[src/rtl/commit_ctrl_pkg.sv]
// Shared types for the in-order commit controller.
// ROB head slot layout, commit FSM states and small helpers.
package commit_ctrl_pkg;

    localparam int MAX_COMMIT_WIDTH = 4;
    localparam int POP_W            = 3;

    typedef struct packed {
        logic        c_valid;
        logic        first_commit;
        logic        flush_req;
        logic [31:0] redirect_pc;
    } rob_commit_pkg_t;

    typedef enum logic [1:0] {
        ST_NORMAL = 2'd0,
        ST_FLUSH  = 2'd1,
        ST_DRAIN  = 2'd2
    } commit_state_e;

    function automatic logic [POP_W-1:0] popcnt4(
        input logic [MAX_COMMIT_WIDTH-1:0] v
    );
        logic [POP_W-1:0] s;
        s = '0;
        for (int i = 0; i < MAX_COMMIT_WIDTH; i++) begin
            s = s + POP_W'(v[i]);
        end
        return s;
    endfunction

endpackage

[src/rtl/commit_ctrl_if.sv]
// ROB-head / commit-side bundle of the commit controller.
// master = ROB and downstream consumers, slave = controller.
interface commit_ctrl_if
    import commit_ctrl_pkg::*;
#(
    parameter int COMMIT_WIDTH = 2
);

    rob_commit_pkg_t [COMMIT_WIDTH-1:0] rob_commit_i;
    logic                               commit_ready_i;
    logic [COMMIT_WIDTH-1:0]            commit_request_o;
    logic                               flush_o;
    logic [31:0]                        redirect_pc_o;
    logic [63:0]                        retire_cnt_o;

    modport master (
        output rob_commit_i,
        output commit_ready_i,
        input  commit_request_o,
        input  flush_o,
        input  redirect_pc_o,
        input  retire_cnt_o
    );

    modport slave (
        input  rob_commit_i,
        input  commit_ready_i,
        output commit_request_o,
        output flush_o,
        output redirect_pc_o,
        output retire_cnt_o
    );

endinterface

[src/rtl/commit_prefix_sel.sv]
// Combinational oldest-first prefix selection over the ROB head.
// A serialising slot commits only from slot 0 and then alone.
module commit_prefix_sel #(
    parameter int COMMIT_WIDTH = 2
) (
    input  logic [COMMIT_WIDTH-1:0] valid_i,
    input  logic [COMMIT_WIDTH-1:0] serial_i,
    output logic [COMMIT_WIDTH-1:0] cand_o
);

    logic blocked;

    // Walk slots oldest first; any serialising slot so far stops the chain.
    always_comb begin
        cand_o    = '0;
        blocked   = serial_i[0];
        cand_o[0] = valid_i[0];
        for (int k = 1; k < COMMIT_WIDTH; k++) begin
            blocked   = blocked | serial_i[k];
            cand_o[k] = cand_o[k-1] & valid_i[k] & ~blocked;
        end
    end

endmodule

[src/rtl/commit_ctrl.sv]
// In-order commit controller: prefix commit, flush/redirect
// sequencing with a drain window, and a 64-bit retire counter.
module commit_ctrl
    import commit_ctrl_pkg::*;
#(
    parameter int COMMIT_WIDTH = 2,
    parameter int DRAIN_CYCLES = 2
) (
    input logic          clk,
    input logic          rst_n,
    commit_ctrl_if.slave bus
);

    localparam int CW = (DRAIN_CYCLES > 0) ? $clog2(DRAIN_CYCLES + 1) : 1;
    localparam logic [CW-1:0] DRAIN_LOAD = CW'(DRAIN_CYCLES);
    localparam logic [CW-1:0] DRAIN_ONE  = CW'(1);

    commit_state_e           state_q;
    commit_state_e           state_d;
    logic [CW-1:0]           drain_q;
    logic [CW-1:0]           drain_d;
    logic                    flush_q;
    logic                    flush_d;
    logic [31:0]             redirect_q;
    logic [31:0]             redirect_d;
    logic [63:0]             retire_cnt_q;
    logic [63:0]             retire_cnt_d;
    logic [COMMIT_WIDTH-1:0] valid_vec;
    logic [COMMIT_WIDTH-1:0] serial_vec;
    logic [COMMIT_WIDTH-1:0] cand;
    logic [COMMIT_WIDTH-1:0] req;
    logic [POP_W-1:0]        pop;
    logic                    trigger;
    logic                    unused_slots;

    // Younger slots' redirect targets are never consumed here.
    assign unused_slots = ^bus.rob_commit_i;

    // Split head slots into validity and serialising flags.
    always_comb begin
        valid_vec  = '0;
        serial_vec = '0;
        for (int k = 0; k < COMMIT_WIDTH; k++) begin
            valid_vec[k]  = bus.rob_commit_i[k].c_valid;
            serial_vec[k] = bus.rob_commit_i[k].first_commit
                          | bus.rob_commit_i[k].flush_req;
        end
    end

    commit_prefix_sel #(
        .COMMIT_WIDTH(COMMIT_WIDTH)
    ) u_sel (
        .valid_i (valid_vec),
        .serial_i(serial_vec),
        .cand_o  (cand)
    );

    // Commits only in NORMAL with downstream ready, never under reset.
    always_comb begin
        req = '0;
        if (!rst_n && state_q == ST_NORMAL && bus.commit_ready_i) begin
            req = cand;
        end
    end

    assign trigger = req[0] & bus.rob_commit_i[0].flush_req;
    assign pop     = popcnt4(MAX_COMMIT_WIDTH'(req));

    // Next-state logic for flush sequencing and drain window.
    always_comb begin
        state_d    = state_q;
        drain_d    = drain_q;
        flush_d    = 1'b0;
        redirect_d = redirect_q;
        unique case (state_q)
            ST_NORMAL: begin
                if (trigger) begin
                    state_d    = ST_FLUSH;
                    flush_d    = 1'b1;
                    redirect_d = bus.rob_commit_i[0].redirect_pc;
                end
            end
            ST_FLUSH: begin
                if (DRAIN_CYCLES > 0) begin
                    state_d = ST_DRAIN;
                    drain_d = DRAIN_LOAD;
                end else begin
                    state_d = ST_NORMAL;
                end
            end
            ST_DRAIN: begin
                if (drain_q <= DRAIN_ONE) begin
                    state_d = ST_NORMAL;
                    drain_d = '0;
                end else begin
                    drain_d = drain_q - DRAIN_ONE;
                end
            end
            default: begin
                state_d = ST_NORMAL;
                drain_d = '0;
            end
        endcase
    end

    // Retired-instruction count advances by the number of strobes.
    always_comb begin
        retire_cnt_d = retire_cnt_q + 64'(pop);
    end

    // Controller state and registered outputs.
    always_ff @(posedge clk or posedge rst_n) begin
        if (rst_n) begin
            state_q      <= ST_NORMAL;
            drain_q      <= '0;
            flush_q      <= 1'b0;
            redirect_q   <= '0;
            retire_cnt_q <= '0;
        end else begin
            state_q      <= state_d;
            drain_q      <= drain_d;
            flush_q      <= flush_d;
            redirect_q   <= redirect_d;
            retire_cnt_q <= retire_cnt_d;
        end
    end

    assign bus.commit_request_o = req;
    assign bus.flush_o          = flush_q;
    assign bus.redirect_pc_o    = redirect_q;
    assign bus.retire_cnt_o     = retire_cnt_q;

endmodule

[src/flat_wrapper.sv]
// flat-port wrapper written by rule: the top's interface ports become plain ports
module commit_ctrl_flat import commit_ctrl_pkg::*;
#(
    parameter int COMMIT_WIDTH = 2,
    parameter int DRAIN_CYCLES = 2
)
  (clk, rst_n, bus_rob_commit_i, bus_commit_ready_i, bus_commit_request_o, bus_flush_o, bus_redirect_pc_o, bus_retire_cnt_o);
  commit_ctrl_if #(.COMMIT_WIDTH(COMMIT_WIDTH)) bus_i ();
  input logic clk;
  input logic rst_n;
  input wire logic [$bits(bus_i.rob_commit_i)-1:0] bus_rob_commit_i;
  input wire logic [$bits(bus_i.commit_ready_i)-1:0] bus_commit_ready_i;
  output wire logic [$bits(bus_i.commit_request_o)-1:0] bus_commit_request_o;
  output wire logic [$bits(bus_i.flush_o)-1:0] bus_flush_o;
  output wire logic [$bits(bus_i.redirect_pc_o)-1:0] bus_redirect_pc_o;
  output wire logic [$bits(bus_i.retire_cnt_o)-1:0] bus_retire_cnt_o;
  assign bus_i.rob_commit_i = bus_rob_commit_i;
  assign bus_i.commit_ready_i = bus_commit_ready_i;
  assign bus_commit_request_o = bus_i.commit_request_o;
  assign bus_flush_o = bus_i.flush_o;
  assign bus_redirect_pc_o = bus_i.redirect_pc_o;
  assign bus_retire_cnt_o = bus_i.retire_cnt_o;
  commit_ctrl #(.COMMIT_WIDTH(COMMIT_WIDTH), .DRAIN_CYCLES(DRAIN_CYCLES)) u_core (.clk(clk), .rst_n(rst_n), .bus(bus_i));
endmodule
[config.mk]
export PLATFORM = sky130hd
export DESIGN_NAME = commit_ctrl_flat
export DESIGN_NICKNAME = d
export VERILOG_FILES = /design/src/rtl/commit_ctrl_pkg.sv /design/src/rtl/commit_ctrl_if.sv /design/src/rtl/commit_prefix_sel.sv /design/src/rtl/commit_ctrl.sv /design/src/flat_wrapper.sv
export SDC_FILE = /design/constraint.sdc
export NUM_CORES = 1
export LEC_CHECK = 0
export ABC_AREA = 1
export CAP_MARGIN = 15
export CORE_UTILIZATION = 50
export DETAILED_ROUTE_END_ITERATION = 7
export DONT_BUFFER_PORTS = 1
export HOLD_SLACK_MARGIN = 0.08
export PLACE_DENSITY = 0.68
export SLEW_MARGIN = 20
export SYNTH_ARGS = -nofsm -noshare
export SYNTH_HDL_FRONTEND = slang
export SYNTH_SLANG_ARGS = --single-unit
export TNS_END_PERCENT = 5
[constraint.sdc]
create_clock -name clk -period 4 [get_ports clk]
set_input_delay 0.4 -clock clk [delete_from_list [all_inputs] [get_ports clk]]
set_output_delay 0.4 -clock clk [all_outputs]
set_load 0.01 [all_outputs]
==> results.py <==
metrics = {
    "detailed_routing": {
        "route.met2.wl_mm": 6.20,
        "drt-vias-per-instance": 5.31,
        "highest_layer": "met4",
        "drcViolationCount": 0,
        "final_antenna_net_count": 0,
        "drt-met1-wl_mm": 5.99,
        "routed_wirelength_mm": 13.4,
        "first_pass_iters": 5,
        "wl_per_cell_um": 17.0,
        "routed-wl-met3_um": 852,
        "vias": 4186,
        "drt_iter0_markers": 282,
    },
    "critical_path": {
        "path_class": "flop to flop",
        "critPathArrivalTime_ns": 3.59,
        "r2r_cells": 16,
        "worstPathMaxFanout": 5,
        "critPathLaunchType": "flop",
        "rrSetupSlack_ns": 0.68,
        "endpoint_kind": "flop",
        "cp_data_required_time_ns": 4.27,
    },
    "placed_design": {
        "routabilityCongestion": 0.891,
        "dp_slack_ns": 0.724,
        "dpl_cell_area_mm2": 0.00545,
        "io_buffers": 0,
        "dp_hpwl_mm": 10.7,
        "numPlacedInstances": 772,
    },
    "synth": {
        "synthAdderAreaFrac_pct": 2.04,
        "synthCells": 637,
        "yosysWarningCount": 0,
        "yosys.area_share.xor_xnor_pct": 5.31,
        "synth_mux_area_share_pct": 6.82,
        "ys_ff_latch": 101,
        "ys_types": 24,
        "syn_area_mm2": 0.00528,
        "synthSimpleGateAreaFrac_pct": 31.0,
        "avgSynthCellArea_um2": 8.29,
        "syn_nets": 718,
        "synth_top_family_by_area": "simple AND/OR/NAND/NOR gates",
        "synth-compound-area-share_pct": 2.18,
        "yosysSeqAreaShare_pct": 47.9,
    },
    "sta": {
        "slew_viol_final": 0,
        "timing.final.crit_share_pct": 83.0,
        "slew_headroom_pct": 41.0,
        "skew_ns": 0.0192,
        "grt_setup_unrepaired": "no",
        "worst_pin_slew_ns": 0.883,
        "finalHoldViolCount": 0,
        "setup_viol": 0,
        "fmax_ghz": 0.301,
        "period_needed_ns": 3.32,
        "fin_ws_ns": 0.682,
    },
    "cells_and_area": {
        "syn2layout_area_growth_pct": 6.59,
        "regArea_mm2": 0.00253,
        "fin_cells": 788,
        "final_area_mm2": 0.00563,
        "fillers": 962,
        "layout_commonest_cell": "nand2_1",
        "final_cell_mix": "204 x nand2_1, 114 x nor2_1, 101 x dfrtp_1",
        "drive_gt1_share_pct": 12.3,
        "antennaDiodeCount": 0,
        "utilization_pct": 54.8,
        "multi_input_area_mm2": 0.00251,
        "fin_nets": 728,
    },
    "power_and_ir_drop": {
        "p_per_area_mw_per_mm2": 421,
        "power_leakage_uw": 0.00243,
        "total_power_uw": 2370,
        "vdd_drop_max_uv": 333,
    },
    "outcome": {
        "status": "finished clean",
    },
    "floorplan": {
        "die_area_mm2": 0.0110,
        "placementRows": 37,
        "die_w_um": 105,
        "die_h_um": 105,
        "start_util_pct": 51.4,
        "io-pin-count": 172,
        "coreArea_mm2": 0.0103,
    },
    "cts": {
        "cts-root-buf": "clkbuf_8",
        "cts_tree": "built",
        "cts_resized": 0,
        "hold_buffers": 0,
        "clock_sinks": 101,
        "cts_buffers": 9,
        "path_clk_slew_ns": 0.11,
        "htree_levels": 3,
        "clockBufferDepth": 2,
        "cts_setup_buffers": 0,
        "clk_latency_ns": 0.38,
    },
    "global_routing": {
        "grt-ovfl-total": 0,
        "antenna_found_initial": 0,
        "groute.usage.overall_pct": 25.8,
        "grt_max_degree": 59,
        "grt_pass1_vias": 4070,
        "grt_pass1_wl_mm": 21.5,
    },
    "job": {
        "maxCapViolCount": 0,
    },
    "hold_path": {
        "hold_path_class": "primary input to asynchronous set/reset pin",
    },
}
-- where the power goes --
| group | switching [uW] | total (uW) | internal [uW] |
|---|---|---|---|
| clock | 385 | 623 | 239 |
| sequential | 227 | 1440 | 1220 |
| combinational | 139 | 302 | 163 |
-- through the flow --
stage	TNS [ns]	hold WS (ns)
after floorplan	-3.14	0.467
after global placement	0	0.485
after detailed placement	0	0.505
after CTS	0	0.110
after global routing	0	0.133
final	0	0.0891
-- kinds of logic after synthesis --
family          count (synthesis)
simple gates                  379
flops                         101
buf+inv                        62
xor+xnor                       32
mux                            32
compound gates                 23
fa+ha+maj                       8
-- sequential cells by signal (all words and copies together), names as in the netlist --
signal,flops
u_core.bus.retire_cnt_o,64
u_core.drain_q,2
u_core.bus.redirect_pc_o,32
u_core.state_q,2
u_core.bus.flush_o,1
-- synth_stat cells (all sizes together) --
| cell | count | area (um2) |
|---|---|---|
| buf | 3 | 33.8 |
| dfrtp | 101 | 2530 |
| fa | 1 | 20.0 |
| ha | 7 | 87.6 |
| inv | 59 | 221 |
| mux2 | 32 | 360 |
| nand2 | 215 | 855 |
| nand3 | 13 | 65.1 |
| nand3b | 5 | 41.3 |
| nand4 | 14 | 87.6 |
| nor2 | 130 | 572 |
| nor4b | 1 | 8.76 |
| o21ai | 23 | 115 |
| or3 | 1 | 6.26 |
| xnor2 | 21 | 184 |
| xor2 | 11 | 96.3 |
-- path summary, 6_finish.rpt --
check                                     start                           end
max in group asynchronous                 rst_n   u_core.bus.retire_cnt_o[56]
min reg2reg                   u_core.drain_q[1]             u_core.drain_q[1]
min in group clk           bus_rob_commit_i[20]  u_core.bus.redirect_pc_o[20]
max                           u_core.state_q[0]   u_core.bus.retire_cnt_o[42]
min                                       rst_n  u_core.bus.redirect_pc_o[15]
max reg2reg                   u_core.state_q[0]   u_core.bus.retire_cnt_o[42]
-- metal layers --
metal  vias to the layer above  GRT usage [%]
met5                         -              0
met4                         0           9.46
met3                        20           5.24
met2                       144           41.4
met1                      2016           34.6
li1                       2006              -
-- worst max-delay path, stage by stage, from the launching register on --
cell and delay (ns):
dfrtp_1 0.43, inv_1 0.12, ha_1 0.21, nand4_1 0.24
nor4b_2 0.50, ha_1 0.21, ha_1 0.16, inv_1 0.06
fa_2 0.39, nor2_4 0.20, nand2_4 0.11, nor2_2 0.15
nand2_1 0.15, inv_1 0.11, nand2_1 0.06, nand2_1 0.07
nand2_1 0.05
-- layout make-up --
| cell class | instances | share of cell area, % |
|---|---|---|
| clock buffer | 10 | 2.27 |
| multi-input combinational | 474 | 44.5 |
| tap | 136 | 3.02 |
| inverter | 59 | 4.00 |
| sequential | 101 | 44.9 |
| clock inverter | 6 | 1.00 |
| timing repair buffer | 2 | 0.267 |
No activity file was read; power rests on OpenSTA's default activity.
